## src/rtl/id_operand_ctrl.sv

```systemverilog
// Decode-stage operand controller: tracks EX/MEM destinations, registers forwarding and
// src1 immediate selects into EX, and sequences load-use stall bubbles.
module id_operand_ctrl #(
    parameter int unsigned REG_W      = 4,
    parameter int unsigned LOAD_STALL = 1
) (
    input  logic             clk,
    input  logic             rst_n,
    input  logic             flush,
    input  logic             id_valid,
    input  logic [REG_W-1:0] id_rs,
    input  logic [REG_W-1:0] id_rt,
    input  logic             id_uses_rs,
    input  logic             id_uses_rt,
    input  logic             id_imm_op,
    input  logic             id_we,
    input  logic [REG_W-1:0] id_rd,
    input  logic             id_is_load,
    output logic             stall,
    output logic             ex_valid,
    output logic             ex_src1sel,
    output logic [1:0]       ex_fwd0,
    output logic [1:0]       ex_fwd1
);

    typedef enum logic {StRun, StStall} state_e;

    localparam logic [1:0] CntInit = 2'(LOAD_STALL - 1);

    state_e           state_q;
    logic [1:0]       cnt_q;
    logic             ex_we_q, ex_ld_q;
    logic [REG_W-1:0] ex_rd_q;
    logic             mem_v_q, mem_we_q;
    logic [REG_W-1:0] mem_rd_q;

    logic use_rs, use_rt;
    logic hit_ex_rs, hit_ex_rt, hit_mem_rs, hit_mem_rt;
    logic ld_in_ex, haz, take;
    logic [1:0] fwd0, fwd1;

    always_comb begin
        use_rs = id_uses_rs & (id_rs != '0);
        use_rt = id_uses_rt & ~id_imm_op & (id_rt != '0);

        hit_ex_rs  = ex_valid & ex_we_q & ~ex_ld_q & (ex_rd_q == id_rs) & use_rs;
        hit_ex_rt  = ex_valid & ex_we_q & ~ex_ld_q & (ex_rd_q == id_rt) & use_rt;
        hit_mem_rs = mem_v_q & mem_we_q & (mem_rd_q == id_rs) & use_rs;
        hit_mem_rt = mem_v_q & mem_we_q & (mem_rd_q == id_rt) & use_rt;

        fwd0 = hit_ex_rs ? 2'b01 : (hit_mem_rs ? 2'b10 : 2'b00);
        fwd1 = hit_ex_rt ? 2'b01 : (hit_mem_rt ? 2'b10 : 2'b00);

        // R0 never matches: use_rs/use_rt already exclude it
        ld_in_ex = ex_valid & ex_ld_q & ex_we_q;
        haz      = id_valid & ld_in_ex &
                   (((ex_rd_q == id_rs) & use_rs) | ((ex_rd_q == id_rt) & use_rt));

        if (flush) begin
            stall = 1'b0;
        end else if (state_q == StRun) begin
            stall = haz;
        end else begin
            stall = (cnt_q != 2'd0);
        end

        take = id_valid & ~stall & ~flush;
    end

    always_ff @(posedge clk or negedge rst_n) begin
        if (!rst_n) begin
            state_q    <= StRun;
            cnt_q      <= 2'd0;
            ex_valid   <= 1'b0;
            ex_we_q    <= 1'b0;
            ex_ld_q    <= 1'b0;
            ex_rd_q    <= '0;
            mem_v_q    <= 1'b0;
            mem_we_q   <= 1'b0;
            mem_rd_q   <= '0;
            ex_src1sel <= 1'b0;
            ex_fwd0    <= 2'b00;
            ex_fwd1    <= 2'b00;
        end else if (flush) begin
            state_q    <= StRun;
            cnt_q      <= 2'd0;
            ex_valid   <= 1'b0;
            ex_we_q    <= 1'b0;
            ex_ld_q    <= 1'b0;
            ex_rd_q    <= '0;
            mem_v_q    <= 1'b0;
            mem_we_q   <= 1'b0;
            mem_rd_q   <= '0;
            ex_src1sel <= 1'b0;
            ex_fwd0    <= 2'b00;
            ex_fwd1    <= 2'b00;
        end else begin
            mem_v_q  <= ex_valid;
            mem_we_q <= ex_we_q;
            mem_rd_q <= ex_rd_q;
            if (take) begin
                ex_valid   <= 1'b1;
                ex_we_q    <= id_we;
                ex_ld_q    <= id_is_load;
                ex_rd_q    <= id_rd;
                ex_src1sel <= id_imm_op;
                ex_fwd0    <= fwd0;
                ex_fwd1    <= fwd1;
            end else begin
                ex_valid   <= 1'b0;
                ex_we_q    <= 1'b0;
                ex_ld_q    <= 1'b0;
                ex_rd_q    <= '0;
                ex_src1sel <= 1'b0;
                ex_fwd0    <= 2'b00;
                ex_fwd1    <= 2'b00;
            end
            unique case (state_q)
                StRun: begin
                    if (haz) begin
                        state_q <= StStall;
                        cnt_q   <= CntInit;
                    end
                end
                StStall: begin
                    if (cnt_q == 2'd0) begin
                        state_q <= StRun;
                    end else begin
                        cnt_q <= cnt_q - 2'd1;
                    end
                end
                default: state_q <= StRun;
            endcase
        end
    end

endmodule

```

## config.mk

```make
export PLATFORM = sky130hd
export DESIGN_NAME = id_operand_ctrl
export DESIGN_NICKNAME = d
export VERILOG_FILES = /design/src/rtl/id_operand_ctrl.sv
export SDC_FILE = /design/constraint.sdc
export NUM_CORES = 1
export LEC_CHECK = 0
export CAP_MARGIN = 10
export CORE_ASPECT_RATIO = 0.7
export CORE_MARGIN = 4
export CORE_UTILIZATION = 45
export CTS_BUF_LIST = sky130_fd_sc_hd__clkbuf_4 sky130_fd_sc_hd__clkbuf_8 sky130_fd_sc_hd__clkbuf_16
export DETAILED_ROUTE_END_ITERATION = 10
export DONT_BUFFER_PORTS = 1
export GPL_TIMING_DRIVEN = 1
export PLACE_DENSITY = 0.69
export SLEW_MARGIN = 30
export SYNTH_ARGS = -nofsm -noshare
export SYNTH_HDL_FRONTEND = slang
export SYNTH_SLANG_ARGS = --single-unit
```

## constraint.sdc

```tcl
create_clock -name clk -period 3.35 [get_ports clk]
set_clock_uncertainty 0.05 [all_clocks]
set_input_delay 0.1675 -clock clk [delete_from_list [all_inputs] [get_ports clk]]
set_output_delay 0.1675 -clock clk [all_outputs]
set_load 0.01 [all_outputs]
```

# Word-level counts from Yosys, hierarchy flattened
# Cells that the tools add are included.
[totals]
wordCells = 83
reg_bits = 21
out_inout_bits = 7
[op_classes]
bitwise_logic = 28
add_sub_neg = 1
mux = 31
reduce_logical = 5
eq_ne = 6
[ops]
columns = ["cell", "count"]
rows = [
  ["$and 1x1->1", 22],
  ["$mux 2", 11],
  ["$eq 4x4->1", 4],
  ["$mux 1", 15],
  ["$mux 4", 3],
  ["$reduce_bool 4->1", 2],
  ["$ne 3x3->1 const B", 2],
  ["$not 1->1", 5],
  ["$pmux 2 s2", 1],
  ["$logic_not 2->1", 1],
  ["$pmux 1 s2", 1],
  ["$reduce_and 2->1", 1],
  ["$reduce_bool 2->1", 1],
  ["$sub 2x1->2 const B", 1],
  ["$or 1x1->1", 1],
]

# Depth between registers and ports, before layout
[logic_depth]
word_depth = 13
depth_mapped = 6
ltp_nobuf = 5

# Least setup slack after synthesis
# No wires, ideal clock.
[synth_path]
kind = "reg2out"
startpoint = "register ex_valid"
endpoint = "output stall"
setup_slack_ns = 1.659
arrival_ns = 1.474
stages_incl_launch_ff = 5
cell_sequence = "dfrtp_1 nand2_2 or3_4 o32a_1 a21oi_1"
[synth_between]
elab_chain_len = 6
[synth_rtl]
columns = ["element", "line", "source"]
rows = [
  ["start: declaration", "20", "output logic ex_valid,"],
  ["start signal: assignment", "74", "ex_valid <= 1'b0;"],
  ["start signal: assignment", "87", "ex_valid <= 1'b0;"],
  ["start signal: assignment", "102", "ex_valid <= 1'b1;"],
  ["$and 1x1->1 (2 in series)", "55", "ld_in_ex = ex_valid & ex_ld_q & ex_we_q;"],
  ["$and 1x1->1 (2 in series)", "56", "haz = id_valid & ld_in_ex &"],
  ["$mux 1", "61", "end else if (state_q == StRun) begin"],
  ["$mux 1", "59", "if (flush) begin"],
  ["end: declaration", "19", "output logic stall,"],
]
# No other way between the ends.

# Worst setup path in the final report
# Ends and elaborated chain as after synthesis.

==> impl_metrics.yaml <==
cells_and_area:
  area_growth_pct: 14.2
  drive_above_1_share_pct: 19.4
  mostFrequentLayoutCells: "dfrtp_1 (21), xnor2_1 (10), dlygate4sd3_1 (10)"
  postLayoutCellArea_sq_um: 1260
  layout.nets: 131
  nFillCells: 204
  fin_cells: 140
  final_common_cell: "dfrtp_1"
  antennaDiodeCount: 0
sta:
  finalCriticalPeriod_ps: 2160
  worstMarginPinSlew_ps: 747
  finalCritPeriodShare_pct: 64.6
  fin_tns_setup_ps: 0
  hold_viol: 0
  rsz0062_at_grt: "false"
  maxSlewViolCount: 0
  setup_viol: 0
  maxSlewHeadroom_pct: 50.2
  fmax_mhz: 462
  hold_slack_ps: 26.7
placed_design:
  hpwl_um: 1670
  placedCellCount: 125
  gp_congestion: 0.803
  post_dp_cell_area_sq_um: 1120
  port_buffers: 0
die:
  die_area_sq_um: 3320
  die_y_um: 49.4
  boundaryPins: 28
  die_width_um: 67.2
  start_util_pct: 49.2
  coreArea_sq_um: 2240
  rows: 14
yosys:
  syn_inst: 96
  avgSynthCellArea_sq_um: 11.5
  synth_largest_area_cell: "dfrtp_1"
  synth.top_cells.by_area: "dfrtp_1 (48%), xnor2_1 (7.9%), nor3_2 (6.3%)"
  synth_top_area_share_pct: 47.6
  yosysWarnings: 0
  netlist_area_sq_um: 1100
  ys_seq_area_share_pct: 47.6
  synth.distinct_cells: 28
  syn_nets: 118
  ys_seq_elements: 21
route:
  first_pass_iters: 5
  wl_per_cell_um: 15.6
  viasPerCell: 5.34
  remaining_drc_errors: 0
  detail-route-antenna-nets: 0
  num_vias: 748
  drtIter0Drc: 35
  routed_wl_um: 2180
pwr:
  power_w: 0.000435
  power_density_nw_per_um2: 345
  leakagePower_nw: 0.533
  vdd_ir_drop_max_v: 0.000273
setup_path:
  endpoint_kind: "primary output"
  r2r_setup_slack_ps: 1340
  reg2reg_depth: 4
  path_class: "reg -> out"
  max_stage_delay_ps: 450
  crit_slowest_cell: "dfrtp_1"
  required_ps: 3130
  arrival_ps: 1950
  crit_fanout: 6
  start_kind: "register"
  r2r-end: "ex_fwd1[0]$_DFF_PN0_"
  r2r_start: "ex_valid$_DFF_PN0_"
  crit_path_cell_trace: "nand2_2, or3_4, o32a_1, a21oi_1"
min_path:
  min_to: "ex_fwd1[0]$_DFF_PN0_"
  hp-class: "in -> reg"
  hold_depth: 2
  min_from: "id_uses_rt"
clocking:
  cts_buffer_depth: 2
  tritoncts: "yes"
  cts.reportedPaths.clkPinSlew_ps: 120
  cts_setup_buffers: 0
  h-tree-depth: 1
  cts-root-buf: "clkbuf_4"
  clk_latency_ps: 310
  cts_made_buffers: 3
  cts.sinks: 21
status:
  status: "completed"
grt:
  antenna_found_initial: 0
  grt_overflow: 0
  track_usage_pct: 15.2
  grt_max_degree: 22
  grt_pass1_wl_um: 3770
  grt_pass1_vias: 777
run:
  drv_cap: 0
-- cell families (layout without fill, tap and decap cells) --
| logic type | count (synthesis) | in the layout | share of synthesized area, % |
|---|---|---|---|
| flops | 21 | 21 | 47.6 |
| simple gates | 38 | 38 | 25.3 |
| fa+ha+maj | 1 | 1 | 1.13 |
| buf+inv | 12 | 24 | 4.76 |
| compound gates | 8 | 8 | 8.50 |
| xor+xnor | 16 | 16 | 12.7 |
-- metrics by stage --
stage / util (%) / setup WS (ps)
after detailed placement: 50.2 / 1360
after global routing: 56.2 / 1100
after global placement: 50.2 / 1420
after CTS: 56.0 / 1170
final: 56.2 / 1190
after floorplan: - / 1660
-- layout make-up --
cell class                      instances  area [sq um]  share of cell area (%)
Clock buffer                            3          22.5                    1.79
Sequential cell                        21           526                    41.7
Timing Repair Buffer                   11           105                    8.34
Multi-Input combinational cell         63           526                    41.7
Tap cell                               32          40.0                    3.18
Inverter                                9          33.8                    2.68
Clock inverter                          1          7.51                   0.596
-- cells in the mapped netlist --
cell type / number
nor2b_1: 6
inv_1: 9
o21ai_2: 2
ha_1: 1
nor2_1: 1
o32ai_4: 1
nor3_2: 7
o41ai_2: 1
or3_4: 1
dfrtp_1: 21
or4_4: 2
clkbuf_1: 2
a21oi_1: 1
and3_1: 2
nand4_1: 2
nor4_1: 4
xor2_1: 6
nand2b_1: 1
nand3b_1: 3
xnor2_1: 10
buf_6: 1
or3_1: 4
nand2_1: 1
o32a_1: 1
nand2_2: 1
nor3_1: 2
o311ai_0: 2
nand3_2: 1
-- worst max path at each step --
stage,end,startpoint,depth (start not counted)
5_1_grt,stall,ex_valid$_DFF_PN0_,4
4_1_cts,stall,ex_valid$_DFF_PN0_,4
3_3_place_gp,ex_fwd1[1]$_DFF_PN0_,ex_valid$_DFF_PN0_,4
6_report,stall,ex_valid$_DFF_PN0_,4
3_5_place_dp,ex_fwd1[0]$_DFF_PN0_,ex_valid$_DFF_PN0_,4
2_1_floorplan,stall,ex_valid$_DFF_PN0_,4
-- sequential cells by signal, indices dropped and copies added, names as in the netlist --
signal	cells
mem_v_q	1
state_q	1
mem_rd_q	4
ex_fwd1	2
ex_rd_q	4
ex_we_q	1
ex_fwd0	2
ex_valid	1
ex_ld_q	1
cnt_q	2
ex_src1sel	1
mem_we_q	1
-- power breakdown --
part / leakage (nW) / internal [W] / switching, W
registers: 0.287 / 0.000259 / 0.00000592
logic: 0.232 / 0.0000246 / 0.0000241
clock network: 0.0139 / 0.0000456 / 0.0000752
-- worst max-delay path: cells and delay by family (launching register included) --
| family | cells | cell delay, ps |
|---|---|---|
| DFF | 1 | 450 |
| AOI/OAI and AO/OA | 2 | 670 |
| and+or+nand+nor | 2 | 520 |
-- what timing repair did --
| action | CTS | global route |
|---|---|---|
| resized for setup | 0 | 0 |
| hold buffers | 10 | 1 |
| endpoints found under the hold margin | 39 | 21 |
-- layer usage --
metal  part of all wire (%)  GRT usage (%)
met2                     48           23.7
met4                      0           2.02
met5                      0              0
met1                     46           20.6
met3                    6.9           5.76
No activity file was read; power rests on OpenSTA's default activity.
